### src/rtl/subtask_scheduler.sv
// Subtask scheduler: hold-to-arm, one active subtask, cooldown after each run.
// Optional macro ROUND_ROBIN_EN selects circular candidate search from a pointer.
module subtask_scheduler #(
   parameter int NUM_TASKS      = 4,
   parameter int TICK_DIV       = 100_000_000,
   parameter int HOLD_TICKS     = 4,
   parameter int COOLDOWN_TICKS = 2,
   localparam int IW = $clog2(NUM_TASKS)
) (
   input  logic                 Master_Clock,
   input  logic                 Reset_n,
   input  logic [NUM_TASKS-1:0] sw_req,
   input  logic [NUM_TASKS-1:0] task_done,
   output logic [NUM_TASKS-1:0] task_active,
   output logic [NUM_TASKS-1:0] task_start,
   output logic [IW-1:0]        cur_task,
   output logic                 arming,
   output logic                 busy
);

   localparam int PW   = $clog2(TICK_DIV) + 1;
   localparam int MAXT = (HOLD_TICKS > COOLDOWN_TICKS) ?
                         HOLD_TICKS : COOLDOWN_TICKS;
   localparam int CW   = $clog2(MAXT) + 1;

   localparam logic [PW-1:0] P_LAST = PW'(TICK_DIV - 1);
   localparam logic [CW-1:0] H_LAST = CW'(HOLD_TICKS - 1);
   localparam logic [CW-1:0] C_LAST =
      CW'((COOLDOWN_TICKS > 0) ? COOLDOWN_TICKS - 1 : 0);
   localparam bit C_ZERO = (COOLDOWN_TICKS == 0);

   typedef enum logic [1:0] {
      S_IDLE,
      S_ARM,
      S_RUN,
      S_COOL
   } state_t;

   state_t               r_state;
   state_t               w_next;
   logic [PW-1:0]        r_presc;
   logic [CW-1:0]        r_cnt;
   logic [NUM_TASKS-1:0] r_lock;
   logic [IW-1:0]        r_cur;
   logic [NUM_TASKS-1:0] r_active;
   logic [NUM_TASKS-1:0] r_start;

   logic                 w_tick;
   logic                 w_enter;
   logic [NUM_TASKS-1:0] w_elig;
   logic                 w_found;
   logic [IW-1:0]        w_cand;
   logic [NUM_TASKS-1:0] w_onehot;
   logic [NUM_TASKS-1:0] w_lock_nxt;
   logic [NUM_TASKS-1:0] w_act_nxt;
   logic [NUM_TASKS-1:0] w_start_nxt;

`ifdef ROUND_ROBIN_EN
   logic [IW-1:0]        r_ptr;
`endif

   assign w_tick   = (r_presc == P_LAST);
   assign w_onehot = {{(NUM_TASKS-1){1'b0}}, 1'b1} << r_cur;
   assign w_enter  = (w_next != r_state) &&
                     (w_next == S_ARM || w_next == S_COOL);

   // Candidate selection among unlocked requests
   always_comb begin
      w_elig  = sw_req & ~r_lock;
      w_found = |w_elig;
      w_cand  = '0;
`ifdef ROUND_ROBIN_EN
      for (int i = NUM_TASKS - 1; i >= 0; i--) begin
         if (w_elig[(int'(r_ptr) + i) % NUM_TASKS])
            w_cand = IW'((int'(r_ptr) + i) % NUM_TASKS);
      end
`else
      for (int i = NUM_TASKS - 1; i >= 0; i--) begin
         if (w_elig[i])
            w_cand = IW'(i);
      end
`endif
   end

   // State register
   always_ff @(posedge Master_Clock or negedge Reset_n) begin
      if (!Reset_n)
         r_state <= S_IDLE;
      else
         r_state <= w_next;
   end

   // Next-state logic
   always_comb begin
      w_next = r_state;
      unique case (r_state)
         S_IDLE: begin
            if (w_found)
               w_next = S_ARM;
         end
         S_ARM: begin
            if (!sw_req[r_cur])
               w_next = S_IDLE;
            else if (w_tick && r_cnt == H_LAST)
               w_next = S_RUN;
         end
         S_RUN: begin
            if (task_done[r_cur] || !sw_req[r_cur])
               w_next = S_COOL;
         end
         S_COOL: begin
            if (C_ZERO || (w_tick && r_cnt == C_LAST))
               w_next = S_IDLE;
         end
         default: w_next = S_IDLE;
      endcase
   end

   // Output decode and next values of registered outputs
   always_comb begin
      w_act_nxt   = (w_next == S_RUN) ? w_onehot : '0;
      w_start_nxt = (w_next == S_RUN && r_state != S_RUN) ?
                    w_onehot : '0;
      w_lock_nxt  = r_lock;
      if (r_state == S_IDLE || r_state == S_COOL)
         w_lock_nxt = r_lock & sw_req;
      if (r_state == S_RUN && w_next == S_COOL)
         w_lock_nxt = r_lock | w_onehot;
      cur_task = (r_state == S_ARM || r_state == S_RUN) ?
                 r_cur : '0;
      arming   = (r_state == S_ARM);
      busy     = (r_state != S_IDLE);
   end

   // Prescaler, tick counter, lock mask, candidate and output registers
   always_ff @(posedge Master_Clock or negedge Reset_n) begin
      if (!Reset_n) begin
         r_presc  <= '0;
         r_cnt    <= '0;
         r_lock   <= '0;
         r_cur    <= '0;
         r_active <= '0;
         r_start  <= '0;
      end else begin
         if (w_enter || w_tick)
            r_presc <= '0;
         else
            r_presc <= r_presc + PW'(1);
         if (w_enter)
            r_cnt <= '0;
         else if ((r_state == S_ARM || r_state == S_COOL) && w_tick)
            r_cnt <= r_cnt + CW'(1);
         if (r_state == S_IDLE && w_found)
            r_cur <= w_cand;
         r_lock   <= w_lock_nxt;
         r_active <= w_act_nxt;
         r_start  <= w_start_nxt;
      end
   end

`ifdef ROUND_ROBIN_EN
   // Fairness pointer advances past each granted task
   always_ff @(posedge Master_Clock or negedge Reset_n) begin
      if (!Reset_n)
         r_ptr <= '0;
      else if (r_state == S_ARM && w_next == S_RUN)
         r_ptr <= (r_cur == IW'(NUM_TASKS - 1)) ? '0 : r_cur + 1'b1;
   end
`endif

   assign task_active = r_active;
   assign task_start  = r_start;

endmodule
### config.mk
export PLATFORM = sky130hd
export DESIGN_NAME = subtask_scheduler
export DESIGN_NICKNAME = d
export VERILOG_FILES = /design/src/rtl/subtask_scheduler.sv
export SDC_FILE = /design/constraint.sdc
export NUM_CORES = 1
export LEC_CHECK = 0
export ABC_AREA = 1
export CAP_MARGIN = 15
export CORE_MARGIN = 5
export CORE_UTILIZATION = 55
export CTS_CLUSTER_DIAMETER = 40
export CTS_CLUSTER_SIZE = 30
export DETAILED_ROUTE_END_ITERATION = 8
export PLACE_DENSITY = 0.76
export SYNTH_ARGS = -nofsm -noshare
export SYNTH_HDL_FRONTEND = slang
export SYNTH_SLANG_ARGS = --single-unit
### constraint.sdc
create_clock -name Master_Clock -period 5.9 [get_ports Master_Clock]
set_input_delay 0.59 -clock Master_Clock [delete_from_list [all_inputs] [get_ports Master_Clock]]
set_output_delay 0.59 -clock Master_Clock [all_outputs]
set_load 0.01 [all_outputs]
* Word-level counts from Yosys, hierarchy flattened
Index checks and enable logic that the tools add are counted. Widths: inputs -> output; s select.
Word-level totals: bits in registers 47, input bits 10, output and inout bits 12, logic and storage cells 67
Cells by class: add/subtract/negate cells 2, order comparisons 1, equal/unequal tests 11, shifts and indexed selects 1, multiplexer cells 22, bitwise operators 4, reductions and logical operators 19
Operators by type and width (count):
- $add 28x1->28 const B | 1
- $eq 28x27->1 const B | 1
- $mux 28 | 1
- $mux 2 | 10
- $mux 4 | 4
- $and 4x4->4 | 2
- $eq 2x2->1 const B | 4
- $pmux 2 s4 | 1
- $logic_and 1x1->1 | 7
- $logic_or 1x1->1 | 6
- $mux 3 | 2
- $reduce_bool 2->1 | 3
- $bmux 1 s2 | 2
- $eq 2x1->1 const B | 2
- $not 4->4 | 1
- $or 4x4->4 | 1
- $reduce_or 4->1 | 1
- $shl 1x2->4 const A | 1
- $add 3x1->3 const B | 1
- $eq 3x1->1 const B | 1
- $eq 3x2->1 const B | 1
- $lt 2x3->1 const B | 1
- $logic_not 2->1 | 1
- $mux 1 | 2
- 3 further kinds | 3

* Longest topological paths before layout
Gate-level depths: netlist (run 1).
depth after elaboration 11, mapped depth 17, gate-level depth less buffers 16

* Worst setup path after synthesis (run 1)
No wires, ideal clock.
kind reg-to-reg, from reg r_presc[0], to reg r_presc[7], setup time 121 ps, arrival time 1776 ps, data required time 5779 ps, slack 4003 ps, cell stages (with the launch flop) 16, path buffers 1, clock period less this slack 1897 ps, cells stage by stage dfrtp_1 > ha_1 > nand2_2 > nor2_4 > nand2_2 > nor2_4 > nand3_1 > a21oi_1 > nand2_1 > nand2_2 > nand2_2 > nand3_2 > nand2_2 > nand2_4 > buf_12 > nor2_2
On the way: cells in the longest elaborated chain, start to end 10, elaborated cells between the ends (all ways) 15, classes of those cells add/sub (1); eq/ne (4); mux (5); reduce/logical (5)
Ends and longest elaborated chain:
- start: declaration | line 41 | logic [PW-1:0] r_presc;
- start signal: assignment | line 148 | r_presc <= r_presc + PW'(1);
- $eq 28x27->1 | line 62 | assign w_tick = (r_presc == P_LAST);
- $logic_and 1x1->1 | line 104 | else if (w_tick && r_cnt == H_LAST)
- $mux 2 | line 104
- $mux 2 | line 102 | if (!sw_req[r_cur])
- $pmux 2 s4 | line 96 | unique case (r_state)
- $eq 2x1->1 or $eq 2x2->1 (tied branches) | line 65 | (w_next == S_ARM || w_next == S_COOL);
- $logic_or 1x1->1 | line 65
- $logic_and 1x1->1 | line 64 | assign w_enter = (w_next != r_state) &&
- $logic_or 1x1->1 | line 145 | if (w_enter || w_tick)
- $mux 28 * | line 145
Mark *: on every way between the ends. The rest lies on a longest branch, timed or not. A chain may end at the register's enable or synchronous reset.

* Worst setup path after layout (run 1)
from reg r_state[1], to out cur_task[0]
On the way: cells in the longest elaborated chain, start to end 3, elaborated cells between the ends (all ways) 4, classes of those cells eq/ne (2); mux (1); reduce/logical (1)
Ends and longest elaborated chain:
- start: declaration | line 39 | state_t r_state;
- start signal: assignment | line 90 | r_state <= w_next;
- $eq 2x1->1 or $eq 2x2->1 (tied branches) | line 129 | cur_task = (r_state == S_ARM || r_state == S_RUN) ?
- $logic_or 1x1->1 * | line 129
- $mux 2 * | line 129
- end: declaration | line 16 | output logic [IW-1:0] cur_task,
Marked as above.

==> results_dict.tcl, run 1 <==
set metrics [dict create \
    status "complete, no violations" \
    grtUsageMet1 0.206 \
    crit_chain "inv_1 > ha_1 > nand2_1 > inv_1 > clkdlybuf4s50_1" \
    gr-total-overflow 0 \
    clockRootBuffer "clkbuf_8" \
    fin_hold_ws_ns 0.444 \
    grt.total_usage 0.173 \
    cp-end-kind "output pin" \
    cts_buffer_depth 2 \
    grt_pass1_wl_um 8830 \
    slew_viol_final 0 \
    numCtsBuffers 5 \
    syn_to_final_growth_pct 13.1 \
    fp.coreArea_um2 4820 \
    powerDensity_nw_per_um2 187 \
    worstMarginPinSlew_ns 0.977 \
    die-area_um2 6560 \
    fin_crit_ns 2.53 \
    start_util 0.575 \
    final_cell_mix "nand2_1 (94), inv_1 (48), dfrtp_1 (47), nor2_1 (39), nand3_1 (26)" \
    post_synth.cell_area_avg_um2 7.87 \
    drc 0 \
    firstDrtPassIters 4 \
    ys_async_sr_fraction 1.00 \
    die_x_um 81.0 \
    grt_antenna_before_repair 0 \
    synthFlopType "dfrtp_1" \
    final_cell_count_no_fill 445 \
    placementRows 25 \
    dr.first_iter.drc_count 96 \
    finalWirelength_um 4910 \
    routed_via_density 4.80 \
    post_cts.repair.setup_buffers 0 \
    ant_nets 0 \
    port_buffers 21 \
    start_kind "flip-flop" \
    fmax_mhz 395 \
    final.setup_skew_ns 0.00874 \
    critPathArrivalTime_ns 1.94 \
    yosysSeqAreaShare 0.425 \
    vdd_ir_drop_max_mv 0.0936 \
    wl_per_cell_um 11.0 \
    gp_congestion 0.833 \
    drive_above_1_share 0.135 \
    p_leak_nw 1.53 \
    rsz0062_at_grt "false" \
    hold_class "in -> async" \
    place_hpwl_um 3740 \
    ys_types 25 \
    synth_edf_count 0 \
    final.setup.tns_ns 0 \
    htree_levels 2 \
    syn_inst 352 \
    met3_usage 0.0432 \
    ys_ff_latch 47 \
    path_clk_slew_ns 0.09 \
    vias 2137 \
    die_y_um 81.0 \
    hold_viol 0 \
    cp_slowest_cell "clkdlybuf4s50_1" \
    final_common_cell "nand2_1" \
    insertion_delay_ns 0.30 \
    yosysWarnings 0 \
    setup_violations 0 \
    grt_pass1_vias 2079 \
    maxCapViolations 0 \
    synth_nets 371 \
    crit_top_cell "inv_1" \
    clock_sinks 47 \
    fillCellCount 440 \
    timing.final.crit_share 0.430 \
    hold_buffers 0 \
    nets 396 \
    relSlewSlack 0.349 \
    grtUsageMet2 0.305 \
    dp.cells 437 \
    cp_slowest_stage_delay_ns 0.53 \
    grt-busiest-layer "met2" \
    io_pins 22 \
    rr_worst_depth 14 \
    antenna_cells 0 \
    crit_type "reg -> out" \
    cts_resized 0 \
    grt_start_max_net_pins 48 \
    worstPathRequired_ns 5.31 \
    path_max_fanout 6 \
    cts_tree "built" \
    synth_area_um2 2770 \
]
registers in the layout (all words and copies together) (netlist names):
| signal | flops |
|---|---|
| task_active | 4 |
| r_presc | 28 |
| r_cur | 2 |
| r_cnt | 3 |
| r_state | 2 |
| r_lock | 4 |
| task_start | 4 |
metal layers:
metal | up-vias | part of all wire
li1 | 1117 | -
met2 | 28 | 0.48
met1 | 981 | 0.47
met5 | - | 0
met3 | 11 | 0.031
met4 | 0 | 0.018
layout make-up:
cell class | instances | area, um2 | share of cell area
Multi-Input combinational cell | 251 | 1360 | 0.433
Clock buffer | 6 | 82.6 | 0.0264
Inverter | 51 | 191 | 0.0611
Sequential cell | 47 | 1180 | 0.376
Timing Repair Buffer | 21 | 205 | 0.0655
Clock inverter | 2 | 35.0 | 0.0112
Tap cell | 67 | 83.8 | 0.0268
metrics by stage:
step / total power, mW / area (um2) / setup WS [ns] / utilization
2_1_floorplan: 0.338 / 2770 / 4.00 / -
3_3_place_gp: 0.352 / 3010 / 3.42 / 0.626
3_5_place_dp: 0.352 / 3010 / 3.36 / 0.626
4_1_cts: 0.594 / 3130 / 3.33 / 0.650
5_1_grt: 0.612 / 3130 / 3.21 / 0.650
6_report: 0.586 / 3130 / 3.37 / 0.650
cell usage after synthesis (2+ instances only):
master   instances  share of area
nand2_1         94           0.13
inv_1           48          0.065
dfrtp_1         47           0.42
nor2_1          39          0.053
nand3_1         26          0.047
nor2_2          23          0.052
xor2_1          21          0.066
ha_1             9          0.041
nand2_2          7          0.016
nor2_4           5          0.020
nor3_1           5         0.0090
o21ai_0          5         0.0090
nand4_1          4         0.0090
xnor2_1          4          0.013
inv_2            3         0.0041
a21oi_1          2         0.0036
buf_12           2          0.014
worst paths after layout:
check	slack (ns)	endpoint	from
worst min register to register	0.51	r_presc[0]	r_presc[0]
worst max-delay path	3.37	cur_task[0]	r_state[1]
worst min-delay path	0.44	r_presc[11]	Reset_n
worst max register to register	3.61	r_presc[3]	r_presc[0]
min in group Master_Clock	0.51	r_presc[0]	r_presc[0]
max in group asynchronous	4.85	r_presc[26]	Reset_n
where the power goes:
group,internal [mW],switching [mW],total (mW)
registers,0.322,0.00164,0.324
clock network,0.137,0.104,0.241
logic,0.00794,0.0129,0.0208
worst max-delay path: cells and delay by family (launching register included):
family / cells / cell delay [ns]
flip-flops: 1 / 0.47
buffers and inverters: 3 / 0.74
adder cells (fa/ha/maj): 1 / 0.36
AND/OR/NAND/NOR: 1 / 0.07
cells by family after synthesis:
family	share of synthesized area
buffers and inverters	0.0854
XOR/XNOR	0.0790
AND/OR/NAND/NOR	0.352
flip-flops	0.425
AO/OA/AOI/OAI	0.0185
adder cells (fa/ha/maj)	0.0407
No activity file was read; power rests on OpenSTA's default activity.
==> run 2, diff against run 1 <==
--- a/config.mk
+++ b/config.mk
@@ -8,11 +8,11 @@
 export ABC_AREA = 1
 export CAP_MARGIN = 15
 export CORE_MARGIN = 5
-export CORE_UTILIZATION = 55
+export CORE_UTILIZATION = 52
 export CTS_CLUSTER_DIAMETER = 40
 export CTS_CLUSTER_SIZE = 30
 export DETAILED_ROUTE_END_ITERATION = 8
-export PLACE_DENSITY = 0.76
+export PLACE_DENSITY = 0.75
 export SYNTH_ARGS = -nofsm -noshare
 export SYNTH_HDL_FRONTEND = slang
 export SYNTH_SLANG_ARGS = --single-unit
==> constraint.sdc (replaced) <==
create_clock -name Master_Clock -period 2.1 [get_ports Master_Clock]
set_input_delay 0.21 -clock Master_Clock [delete_from_list [all_inputs] [get_ports Master_Clock]]
set_output_delay 0.21 -clock Master_Clock [all_outputs]
set_load 0.01 [all_outputs]
==> results_dict.tcl, run 2 (synthesis gave the netlist of run 1 again) <==
set metrics [dict create \
    status "complete, no violations" \
    rsz0062_at_grt "true" \
    vdd_ir_drop_max_mv 0.278 \
    maxCapViolations 0 \
    fin_crit_ns 2.09 \
    place_ws_ns 0.0380 \
    htree_levels 2 \
    firstDrtPassIters 4 \
    largest_reg_flops 28 \
    io_pins 22 \
    critPathArrivalTime_ns 2.28 \
    numCtsBuffers 5 \
    finalPower_mw 1.54 \
    slew_viol_final 0 \
    start_util 0.539 \
    worstMarginPinSlew_ns 0.416 \
    fp.coreArea_um2 5140 \
    sequentialPowerShare 0.590 \
    drc 0 \
    crit_family "simple AND/OR/NAND/NOR gates" \
    switchingPower_mw 0.369 \
    drive_above_1_share 0.208 \
    grt-busiest-layer "met2" \
    path_clk_slew_ns 0.09 \
    vias 2294 \
    ant_nets 0 \
    worst-path-buf-inv 2 \
    grtUsageMet2 0.271 \
    finalWirelength_um 5610 \
    cp_slowest_cell "dfrtp_1" \
    antenna_cells 0 \
    p_comb_frac 0.042 \
    timing.final.crit_share 0.993 \
    cp_slowest_stage_delay_ns 0.41 \
    placementRows 26 \
    relSlewSlack 0.721 \
    met3_usage 0.0337 \
    routed_via_density 4.93 \
    clockRootBuffer "clkbuf_8" \
    grt_pass1_vias 2110 \
    place_hpwl_um 4000 \
    p_leak_nw 1.62 \
    nets 413 \
    final.setup_skew_ns 0.0113 \
    powerDensity_nw_per_um2 457 \
    dr.first_iter.drc_count 155 \
    crit_type "reg -> reg" \
    setup_violations 0 \
    gr-total-overflow 0 \
    cts_tree "built" \
    clock_sinks 47 \
    final.setup.tns_ns 0 \
    path_max_fanout 5 \
    cp-end-kind "flip-flop" \
    die_y_um 83.0 \
    largest_register "r_presc" \
    final_cell_mix "nand2_1 (94), inv_1 (46), dfrtp_1 (46), nor2_1 (33)" \
    die-area_um2 6890 \
    fmax_mhz 479 \
    hold_viol 0 \
    grt_start_max_net_pins 23 \
    final_common_cell "nand2_1" \
    clock_power_share 0.368 \
    worstPathRequired_ns 2.29 \
    swShare 0.239 \
    setup_slack_ns 0.0138 \
    grtUsageMet1 0.199 \
    start_kind "flip-flop" \
    grt.total_usage 0.160 \
    crit_chain "inv_1 > nand2_1 > nor2_1 > nand2_1 > nor2_2 > nand3_2 > a21oi_2 > nand2_1 > nand2_2 > nand2_2 > nand3_2 > nand2_2 > nand2_4 > clkbuf_16 > nor2_2" \
    wl_per_cell_um 12.1 \
    syn_to_final_growth_pct 22.0 \
    port_buffers 21 \
    insertion_delay_ns 0.31 \
    grt_antenna_before_repair 0 \
    die_x_um 83.0 \
    grt_pass1_wl_um 9180 \
    cts_buffer_depth 2 \
    gp_congestion 0.867 \
    fin_hold_ws_ns 0.322 \
    p_int_mw 1.17 \
    hold_class "in -> async" \
]
-- run 2: final timing paths --
| kind | startpoint | endpoint | slack (ns) | cells after the start |
|---|---|---|---|---|
| max | r_presc[25] | r_presc[10] | 0.01 | 15 |
| min | Reset_n | r_lock[2] | 0.32 | 2 |
| max reg2reg | r_presc[25] | r_presc[10] | 0.01 | 15 |
| min reg2reg | r_lock[2] | r_lock[2] | 0.53 | 2 |
| max in group asynchronous | Reset_n | r_state[1] | 1.19 | 3 |
| min in group Master_Clock | r_lock[2] | r_lock[2] | 0.53 | 2 |
-- run 2: per-stage QoR --
stage | cells | instance area [um2] | utilization
after floorplan | 352 | 2770 | -
after global placement | 448 | 3090 | 0.601
after detailed placement | 448 | 3090 | 0.601
after CTS | 457 | 3210 | 0.624
after global routing | 465 | 3380 | 0.657
final | 465 | 3380 | 0.657
-- run 2: repair_timing --
| item | CTS | global route |
|---|---|---|
| hold buffers | 1 | 0 |
| setup buffers | 0 | 6 |
| cloned | 0 | 2 |
| endpoints found under the setup margin | 2 | 35 |
| resized for setup | 2 | 25 |
| hold endpoints to repair | 12 | 0 |
| pin swaps | 0 | 2 |
-- run 2: power groups by stage --
stage               clock, mW  combinational [mW]  sequential, mW
floorplan                   0              0.0238           0.926
global placement            0              0.0633           0.929
detailed placement          0              0.0643           0.928
CTS                     0.583              0.0661           0.910
global route            0.614              0.0751           0.911
finish                  0.568              0.0652           0.911
-- run 2: layout make-up --
class                           instances  area (um2)
Inverter                               51         191
Fill cell                             428        1760
Clock inverter                          3        25.0
Sequential cell                        47        1180
Tap cell                               70        87.6
Clock buffer                            5        68.8
Multi-Input combinational cell        251        1440
Timing Repair Buffer                   38         388
-- run 2: metal layers --
| metal | vias up | share of wire |
|---|---|---|
| met3 | 8 | 0.043 |
| met1 | 1064 | 0.45 |
| met2 | 63 | 0.49 |
| met5 | - | 0 |
| met4 | 0 | 0.020 |
| li1 | 1159 | - |
==> run 3, diff against run 2 <==
--- a/config.mk
+++ b/config.mk
@@ -12,7 +12,9 @@
 export CTS_CLUSTER_DIAMETER = 40
 export CTS_CLUSTER_SIZE = 30
 export DETAILED_ROUTE_END_ITERATION = 8
+export HOLD_SLACK_MARGIN = 0.05
 export PLACE_DENSITY = 0.75
+export SLEW_MARGIN = 20
 export SYNTH_ARGS = -nofsm -noshare
 export SYNTH_HDL_FRONTEND = slang
 export SYNTH_SLANG_ARGS = --single-unit
==> results of run 3 <==
Final layout, timing and power as in run 2 (identical DEF).
